===== src/rtl/regfile_scoreboard_if.sv =====
// Decode/writeback bus for the register file and busy scoreboard.
// master = decode + writeback side, slave = register file.
interface regfile_scoreboard_if #(
    parameter int DATA_W = 8,
    parameter int ADDR_W = 3
);
    logic [ADDR_W-1:0] ra;
    logic [ADDR_W-1:0] rb;
    logic [DATA_W-1:0] a;
    logic [DATA_W-1:0] b;
    logic              reg_write;
    logic [ADDR_W-1:0] rd;
    logic [DATA_W-1:0] wdata;
    logic              issue_valid;
    logic [ADDR_W-1:0] issue_rd;
    logic              busy_a;
    logic              busy_b;
    logic              stall;

    modport master (
        output ra, rb, reg_write, rd, wdata, issue_valid, issue_rd,
        input  a, b, busy_a, busy_b, stall
    );

    modport slave (
        input  ra, rb, reg_write, rd, wdata, issue_valid, issue_rd,
        output a, b, busy_a, busy_b, stall
    );
endinterface


===== src/rtl/regfile_scoreboard.sv =====
// 2-read/1-write register file with hardwired zero/constant registers,
// optional writeback-to-read bypass and a per-register busy scoreboard
// that stalls issue on RAW and WAW hazards.

// One read port: hardwired decode, bypass mux and RAW busy qualification.
module regfile_scoreboard_rdport #(
    parameter int                DATA_W    = 8,
    parameter int                ADDR_W    = 3,
    parameter bit                CONST_TOP = 1'b1,
    parameter logic [DATA_W-1:0] TOP_VAL   = 8'h7F,
    parameter bit                BYPASS    = 1'b1
) (
    input  logic [ADDR_W-1:0] raddr_i,
    input  logic [DATA_W-1:0] stored_i,
    input  logic              busy_bit_i,
    input  logic              reg_write_i,
    input  logic [ADDR_W-1:0] rd_i,
    input  logic [DATA_W-1:0] wdata_i,
    output logic [DATA_W-1:0] rdata_o,
    output logic              busy_o
);
    localparam logic [ADDR_W-1:0] TOP_ADDR = {ADDR_W{1'b1}};

    logic byp;

    // Priority: zero reg, constant top reg, same-cycle writeback, storage.
    always_comb begin
        byp     = BYPASS && reg_write_i && (rd_i == raddr_i);
        rdata_o = stored_i;
        if (raddr_i == '0)
            rdata_o = '0;
        else if (CONST_TOP && raddr_i == TOP_ADDR)
            rdata_o = TOP_VAL;
        else if (byp)
            rdata_o = wdata_i;
        busy_o = busy_bit_i && !byp;
    end
endmodule

module regfile_scoreboard #(
    parameter int                DATA_W    = 8,
    parameter int                ADDR_W    = 3,
    parameter bit                CONST_TOP = 1'b1,
    parameter logic [DATA_W-1:0] TOP_VAL   = 8'h7F,
    parameter bit                BYPASS    = 1'b1
) (
    input  logic                 clk,
    input  logic                 rst,
    regfile_scoreboard_if.slave  bus
);
    localparam int                NREG     = 1 << ADDR_W;
    localparam int                NPORT    = 2;
    localparam logic [ADDR_W-1:0] TOP_ADDR = {ADDR_W{1'b1}};

    logic [NREG-1:0][DATA_W-1:0]  mem_q, mem_d;
    logic [NREG-1:0]              busy_q, busy_d;

    logic [NPORT-1:0][ADDR_W-1:0] raddr;
    logic [NPORT-1:0][DATA_W-1:0] rdata;
    logic [NPORT-1:0]             rbusy;

    logic wb_clr, iss_set, waw, stall;

    function automatic logic is_hw(input logic [ADDR_W-1:0] addr);
        return (addr == '0) || (CONST_TOP && addr == TOP_ADDR);
    endfunction

    assign raddr[0] = bus.ra;
    assign raddr[1] = bus.rb;

    for (genvar p = 0; p < NPORT; p++) begin : g_rd
        regfile_scoreboard_rdport #(
            .DATA_W(DATA_W), .ADDR_W(ADDR_W), .CONST_TOP(CONST_TOP),
            .TOP_VAL(TOP_VAL), .BYPASS(BYPASS)
        ) u_rdport (
            .raddr_i     (raddr[p]),
            .stored_i    (mem_q[raddr[p]]),
            .busy_bit_i  (busy_q[raddr[p]]),
            .reg_write_i (bus.reg_write),
            .rd_i        (bus.rd),
            .wdata_i     (bus.wdata),
            .rdata_o     (rdata[p]),
            .busy_o      (rbusy[p])
        );
    end

    assign bus.a      = rdata[0];
    assign bus.b      = rdata[1];
    assign bus.busy_a = rbusy[0];
    assign bus.busy_b = rbusy[1];
    assign bus.stall  = stall;

    // Hazard detection and next-state for storage and scoreboard.
    // WAW is released by a same-cycle writeback even without bypass, since
    // the pending write retires at this edge and the new issue re-sets busy.
    always_comb begin
        wb_clr  = bus.reg_write && !is_hw(bus.rd);
        waw     = busy_q[bus.issue_rd] && !(bus.reg_write && bus.rd == bus.issue_rd);
        stall   = bus.issue_valid && (rbusy[0] || rbusy[1] || waw);
        iss_set = bus.issue_valid && !stall && !is_hw(bus.issue_rd);

        mem_d = mem_q;
        if (wb_clr)
            mem_d[bus.rd] = bus.wdata;

        // Set wins over clear when issue and writeback hit the same index.
        busy_d = '0;
        for (int i = 0; i < NREG; i++) begin
            busy_d[i] = (busy_q[i] && !(wb_clr && bus.rd == ADDR_W'(i)))
                      || (iss_set && bus.issue_rd == ADDR_W'(i));
        end
    end

    // State registers; reset overrides any same-cycle write or issue.
    always_ff @(posedge clk) begin
        if (rst) begin
            mem_q  <= '0;
            busy_q <= '0;
        end else begin
            mem_q  <= mem_d;
            busy_q <= busy_d;
        end
    end
endmodule

===== src/flat_wrapper.sv =====
// flat-port wrapper written by rule: the top's interface ports become plain ports
module regfile_scoreboard_flat 
#(
    parameter int                DATA_W    = 8,
    parameter int                ADDR_W    = 3,
    parameter bit                CONST_TOP = 1'b1,
    parameter logic [DATA_W-1:0] TOP_VAL   = 8'h7F,
    parameter bit                BYPASS    = 1'b1
)
  (clk, rst, bus_ra, bus_rb, bus_reg_write, bus_rd, bus_wdata, bus_issue_valid, bus_issue_rd, bus_a, bus_b, bus_busy_a, bus_busy_b, bus_stall);
  regfile_scoreboard_if #(.DATA_W(DATA_W), .ADDR_W(ADDR_W)) bus_i ();
  input  logic clk;
  input  logic rst;
  input wire logic [$bits(bus_i.ra)-1:0] bus_ra;
  input wire logic [$bits(bus_i.rb)-1:0] bus_rb;
  input wire logic [$bits(bus_i.reg_write)-1:0] bus_reg_write;
  input wire logic [$bits(bus_i.rd)-1:0] bus_rd;
  input wire logic [$bits(bus_i.wdata)-1:0] bus_wdata;
  input wire logic [$bits(bus_i.issue_valid)-1:0] bus_issue_valid;
  input wire logic [$bits(bus_i.issue_rd)-1:0] bus_issue_rd;
  output wire logic [$bits(bus_i.a)-1:0] bus_a;
  output wire logic [$bits(bus_i.b)-1:0] bus_b;
  output wire logic [$bits(bus_i.busy_a)-1:0] bus_busy_a;
  output wire logic [$bits(bus_i.busy_b)-1:0] bus_busy_b;
  output wire logic [$bits(bus_i.stall)-1:0] bus_stall;
  assign bus_i.ra = bus_ra;
  assign bus_i.rb = bus_rb;
  assign bus_i.reg_write = bus_reg_write;
  assign bus_i.rd = bus_rd;
  assign bus_i.wdata = bus_wdata;
  assign bus_i.issue_valid = bus_issue_valid;
  assign bus_i.issue_rd = bus_issue_rd;
  assign bus_a = bus_i.a;
  assign bus_b = bus_i.b;
  assign bus_busy_a = bus_i.busy_a;
  assign bus_busy_b = bus_i.busy_b;
  assign bus_stall = bus_i.stall;
  regfile_scoreboard #(.DATA_W(DATA_W), .ADDR_W(ADDR_W), .CONST_TOP(CONST_TOP), .TOP_VAL(TOP_VAL), .BYPASS(BYPASS)) u_core (.clk(clk), .rst(rst), .bus(bus_i));
endmodule

===== config.mk =====
export PLATFORM = sky130hd
export DESIGN_NAME = regfile_scoreboard_flat
export DESIGN_NICKNAME = d
export VERILOG_FILES = /design/src/rtl/regfile_scoreboard_if.sv /design/src/rtl/regfile_scoreboard.sv /design/src/flat_wrapper.sv
export SDC_FILE = /design/constraint.sdc
export NUM_CORES = 1
export LEC_CHECK = 0
export CAP_MARGIN = 30
export CORE_AREA = 2 2 95 97
export DETAILED_ROUTE_END_ITERATION = 6
export DIE_AREA = 0 0 97 99
export PLACE_DENSITY = 0.82
export SYNTH_ARGS = -nofsm -noshare
export SYNTH_HDL_FRONTEND = slang
export SYNTH_SLANG_ARGS = --single-unit

===== constraint.sdc =====
create_clock -name clk -period 4.4 [get_ports clk]
set_clock_uncertainty 0.1 [all_clocks]
set_input_delay 1.1 -clock clk [delete_from_list [all_inputs] [get_ports clk]]
set_output_delay 1.1 -clock clk [all_outputs]
set_load 0.005 [all_outputs]

# After elaboration in Yosys (flattened, before gate mapping)

Cells that the tools add are included.
Widths: inputs -> output; s select.

Flip-flop bits (word level): 72
Output and inout port bits: 19
Word-level logic and storage cells: 117

$lt $le $gt $ge: 5
Eq/ne operators: 19
Multiplexer cells: 19
Reduce and logical (&&, ||, !) cells: 65

Operator list:

| cell               | count |
|---|---|
| $mux 8             | 9 |
| $bwmux 64          | 1 |
| $bmux 8 s3         | 2 |
| $logic_and 1x1->1  | 35 |
| $eq 3x3->1 const B | 10 |
| $demux 8 s3        | 1 |
| $lt 3x4->1 const B | 4 |
| $logic_not 1->1    | 14 |
| $eq 3x2->1 const B | 4 |
| $logic_not 3->1    | 4 |
| $logic_or 1x1->1   | 12 |
| $bmux 1 s3         | 3 |
| $eq 3x3->1         | 3 |
| $eq 3x1->1 const B | 2 |
| $ge 3x1->1 const B | 1 |
| $mux 1             | 3 |

# Logic depth before layout (Yosys ltp)

Depth in word-level cells: 12
Mapped depth: 7
Gate-level depth less buffers: 5

# Hierarchy

A second synthesis with hierarchy kept.

Cells, all modules: 417
Area total of the unflattened synthesis: 4041.4 um^2

Modules (own cells, without submodules):

| module                    | instances | cells an instance | area each (um^2) |
|---|---|---|---|
| regfile_scoreboard        | 1         | 367               | 3658.5 |
| regfile_scoreboard_rdport | 2         | 25                | 191.4 |

# Least setup slack after synthesis

OpenSTA, ideal clock, no wires.

Kind: input port to output port
Start point: in bus_rb[0]
End point: out bus_b[2]
Arrival: 2546 ps
Required time: 3200 ps
Setup slack: 654 ps
Stages: 5
Buffers on the path: 2
Path through: buf_2 > buf_1 > mux4_2 > a221oi_1 > nor3_1

Longest elaborated chain between the ends: 5
Elaborated cells between the ends (all ways): 9
Classes of those cells: eq/ne: 2; mux: 5; reduce/logical: 2

Ends and longest elaborated chain:

| element                                                           | line                                               | text |
|---|---|---|
| start, declared                                                   | flat_wrapper.sv:15                                 | `input wire logic [$bits(bus_i.rb)-1:0] bus_rb;` |
| $bmux 8 s3 or $eq 3x3->1 (tied branches)                          | regfile_scoreboard.sv:77, regfile_scoreboard.sv:28 |  |
| $mux 8 (implied by the code) or $logic_and 1x1->1 (tied branches) | regfile_scoreboard.sv:77, regfile_scoreboard.sv:28 |  |
| $mux 8                                                            | regfile_scoreboard.sv:34                           | `else if (byp)` |
| $mux 8                                                            | regfile_scoreboard.sv:32                           | `else if (CONST_TOP && raddr_i == TOP_ADDR)` |
| $mux 8 (*)                                                        | regfile_scoreboard.sv:30                           | `if (raddr_i == '0)` |
| end, declared                                                     | flat_wrapper.sv:22                                 | `output wire logic [$bits(bus_i.b)-1:0] bus_b;` |

Mark *: on every way between the ends. The rest lies on a longest branch, timed or not. The select of a mux whose other input is x is not followed.

# Final worst setup path

Start point: in bus_ra[1]
End point: out bus_stall

Longest elaborated chain between the ends: 7
Elaborated cells between the ends (all ways): 9
Classes of those cells: eq/ne: 1; mux: 2; reduce/logical: 6

Ends and longest elaborated chain:

| element                                                            | line                     | text |
|---|---|---|
| start, declared                                                    | flat_wrapper.sv:14       | `input wire logic [$bits(bus_i.ra)-1:0] bus_ra;` |
| parallel branches: the longest is 3 deep, another holds $bmux 1 s3 | n/a                      |  |
| $logic_and 1x1->1 (*)                                              | regfile_scoreboard.sv:36 | `busy_o = busy_bit_i && !byp;` |
| $logic_or 1x1->1 (*) (2 in series)                                 | regfile_scoreboard.sv:99 | `stall = bus.issue_valid && (rbusy[0] \|\| rbusy[1] \|\| waw);` |
| $logic_and 1x1->1 (*)                                              | regfile_scoreboard.sv:99 |  |
| end, declared                                                      | flat_wrapper.sv:25       | `output wire logic [$bits(bus_i.stall)-1:0] bus_stall;` |

Mark *: on every way between the ends. The select of a mux whose other input is x is not followed.

==> reports/results.tsv <==
metric	value	unit
outcome	finished, final reports clean	
drv_slew	0	
synth_cell_types	39	
post-route-min-period	4.31	ns
synth_top_area_cell	dfxtp_1	
cts_root_buf	clkbuf_8	
die_h	99	um
crit_type	in -> out	
endpoint_kind	primary output	
place_congestion	0.919	
synth_edf_count	0	
synthesis.nets	496	
hold_viol_final	0	
clk_pin_slew	0.08	ns
cp_top_family	buffers and inverters	
drt_iter0_markers	313	
drcViolationCount	0	
rows	34	
die_area	9600	um^2
syn_area	4210	um^2
max_stage_delay	0.55	ns
ios	43	
fillers	692	
via_per_inst	6.31	
max_slew_margin	0.301	
cap_violations	0	
grtUsageMet3	0.0695	
required	3.20	ns
clock_latency	0.36	ns
synth_top_flop_cell	dfxtp_1	
cts_made_buffers	9	
timing.hold.ws	0.375	ns
final_cells	639	
grt_start_max_net_pins	43	
synth_top_cells_by_count	nand2_1 (117), dfxtp_1 (72), a21oi_1 (58)	
p_leak	0.00193	uW
area_delta_synth_final	23.9	%
crit_buf_inv	3	
cts_buffer_depth	2	
wl	12.9	mm
ys_async_sr_fraction	0	
htree_num_levels	3	
cts_tree	done	
place_area	4930	um^2
dpl.hpwl	8.74	mm
clock.fmax	232	MHz
fin_util	0.610	
crit_path_top_delay_cell	clkdlybuf4s50_1	
ys_warn_count	0	
placed_cells_incl_taps	621	
ys_ff_latch	72	
synth_top_area_share	0.342	
hold_path.class	reg -> reg	
start_util	0.493	
synth_cells	472	
cp_common_cell	clkdlybuf4s50_1	
grt_pass1_vias	4028	
vias	4029	
crit_chain	clkdlybuf4s50_1 > buf_6 > mux4_2 > a32oi_2 > a21boi_1 > clkdlybuf4s50_1	
netlist_top_cells_area	dfxtp_1 (34%), mux4_2 (18%), nand2_1 (10%)	
yosysSeqAreaShare	0.342	
vdd_drop_max	0.000155	V
seqCellArea	1440	um^2
numPortBuffers	42	
synth.most_common_cell	nand2_1	
antenna_found_initial	1	
chipWidth	97	um
path_max_fanout	10	
n_antenna_cell	0	
worstMarginPinSlew	1.04	ns
grt_overflow_total	0	
stdcell_area	5220	um^2
nets	550	
p_per_area	270	nW/um^2
syn_area_per_cell	8.92	um^2
drive_gt1_frac	0.239	
coreArea	8550	um^2
wl_per_cell	20.2	um
cts_sinks	72	
power	1410	uW
grt_util_all_layers	0.274	
post-route-period-util	0.980	
cp.arrival	3.11	ns
grt_use_met1	0.331	
cp-start-kind	primary input	
busiest_layer	met2	
firstDrtPassIters	5	
grt_pass1_wl	20.6	mm
met2_usage	0.439	
setup_viol_count_final	0	
multi_input_area	2640	um^2
ant_nets	0	
power by group:
group | internal, uW | switching (uW) | total [uW]
logic | 129 | 135 | 265
clock network | 204 | 268 | 472
registers | 662 | 8.98 | 671
stage by stage:
| step | setup TNS [ns] | setup WS [ns] |
|---|---|---|
| 2_1_floorplan | 0 | 0.654 |
| 3_3_place_gp | -3.01 | -0.241 |
| 3_5_place_dp | -3.67 | -0.312 |
| 4_1_cts | -0.0000993 | -0.0000993 |
| 5_1_grt | -0.0123 | -0.0123 |
| 6_report | 0 | 0.0863 |
final cells by class:
cell class                      instances  area share
Multi-Input combinational cell        357       0.505
Sequential cell                        72       0.276
Clock buffer                            9      0.0237
Timing Repair Buffer                   86       0.159
Clock inverter                          7     0.00935
Tap cell                              108      0.0259
cell families (layout without fill, tap and decap cells):
logic type      count (synthesis)  in the layout  share of synthesized area
mux                            59             59                      0.244
compound gates                 94             94                      0.133
buf+inv                        43            102                     0.0419
xor+xnor                        9              9                     0.0187
simple gates                  195            195                      0.220
flops                          72             72                      0.342
placed cells by master, fill, tap and decap left out, drive strengths merged, types with 7 or more instances in the layout:
master and n:
nor2b 33, xnor2 9, clkdlybuf4s50 24, dlygate4sd2 10
a211oi 8, mux2 20, a221oi 7, buf 44
a21oi 58, nor3 9, nand2 117, a31oi 7
clkbuf 10, dfxtp 72, mux4 33
flip-flops by register name, indices dropped and copies added, names as in the netlist:
register / cells
u_core.mem_q: 64
u_core.busy_q: 8
metal layers:
metal  wire, um  vias to the layer above
li1           -                     1804
met1       4840                     1922
met2       6120                      254
met3       1310                       49
met4        617                        0
met5          0                        -
worst paths after layout:
check | startpoint | endpoint | slack (ns) | depth (start not counted)
max | bus_ra[1] | bus_stall | 0.09 | 6
min | u_core.mem_q[55] | u_core.mem_q[55] | 0.37 | 2
max reg2reg | u_core.busy_q[6] | u_core.busy_q[2] | 2.39 | 6
min reg2reg | u_core.mem_q[55] | u_core.mem_q[55] | 0.37 | 2
worst register-to-register path: cells and delay by family (launching register included):
family / cells / cell delay (ns)
DFF: 1 / 0.36
and+or+nand+nor: 1 / 0.14
muxes: 2 / 0.78
AOI/OAI and AO/OA: 2 / 0.40
buffers and inverters: 1 / 0.15
timing repair:
item                                    CTS  global route
setup buffers                             1             0
endpoints found under the hold margin     0             0
gates cloned                              1             0
pin swaps                                 5             4
endpoints found under the setup margin   18            11
resized for setup                        23            17
hold buffers                              0             0
Note: power is estimated with default switching activity, not from simulation.
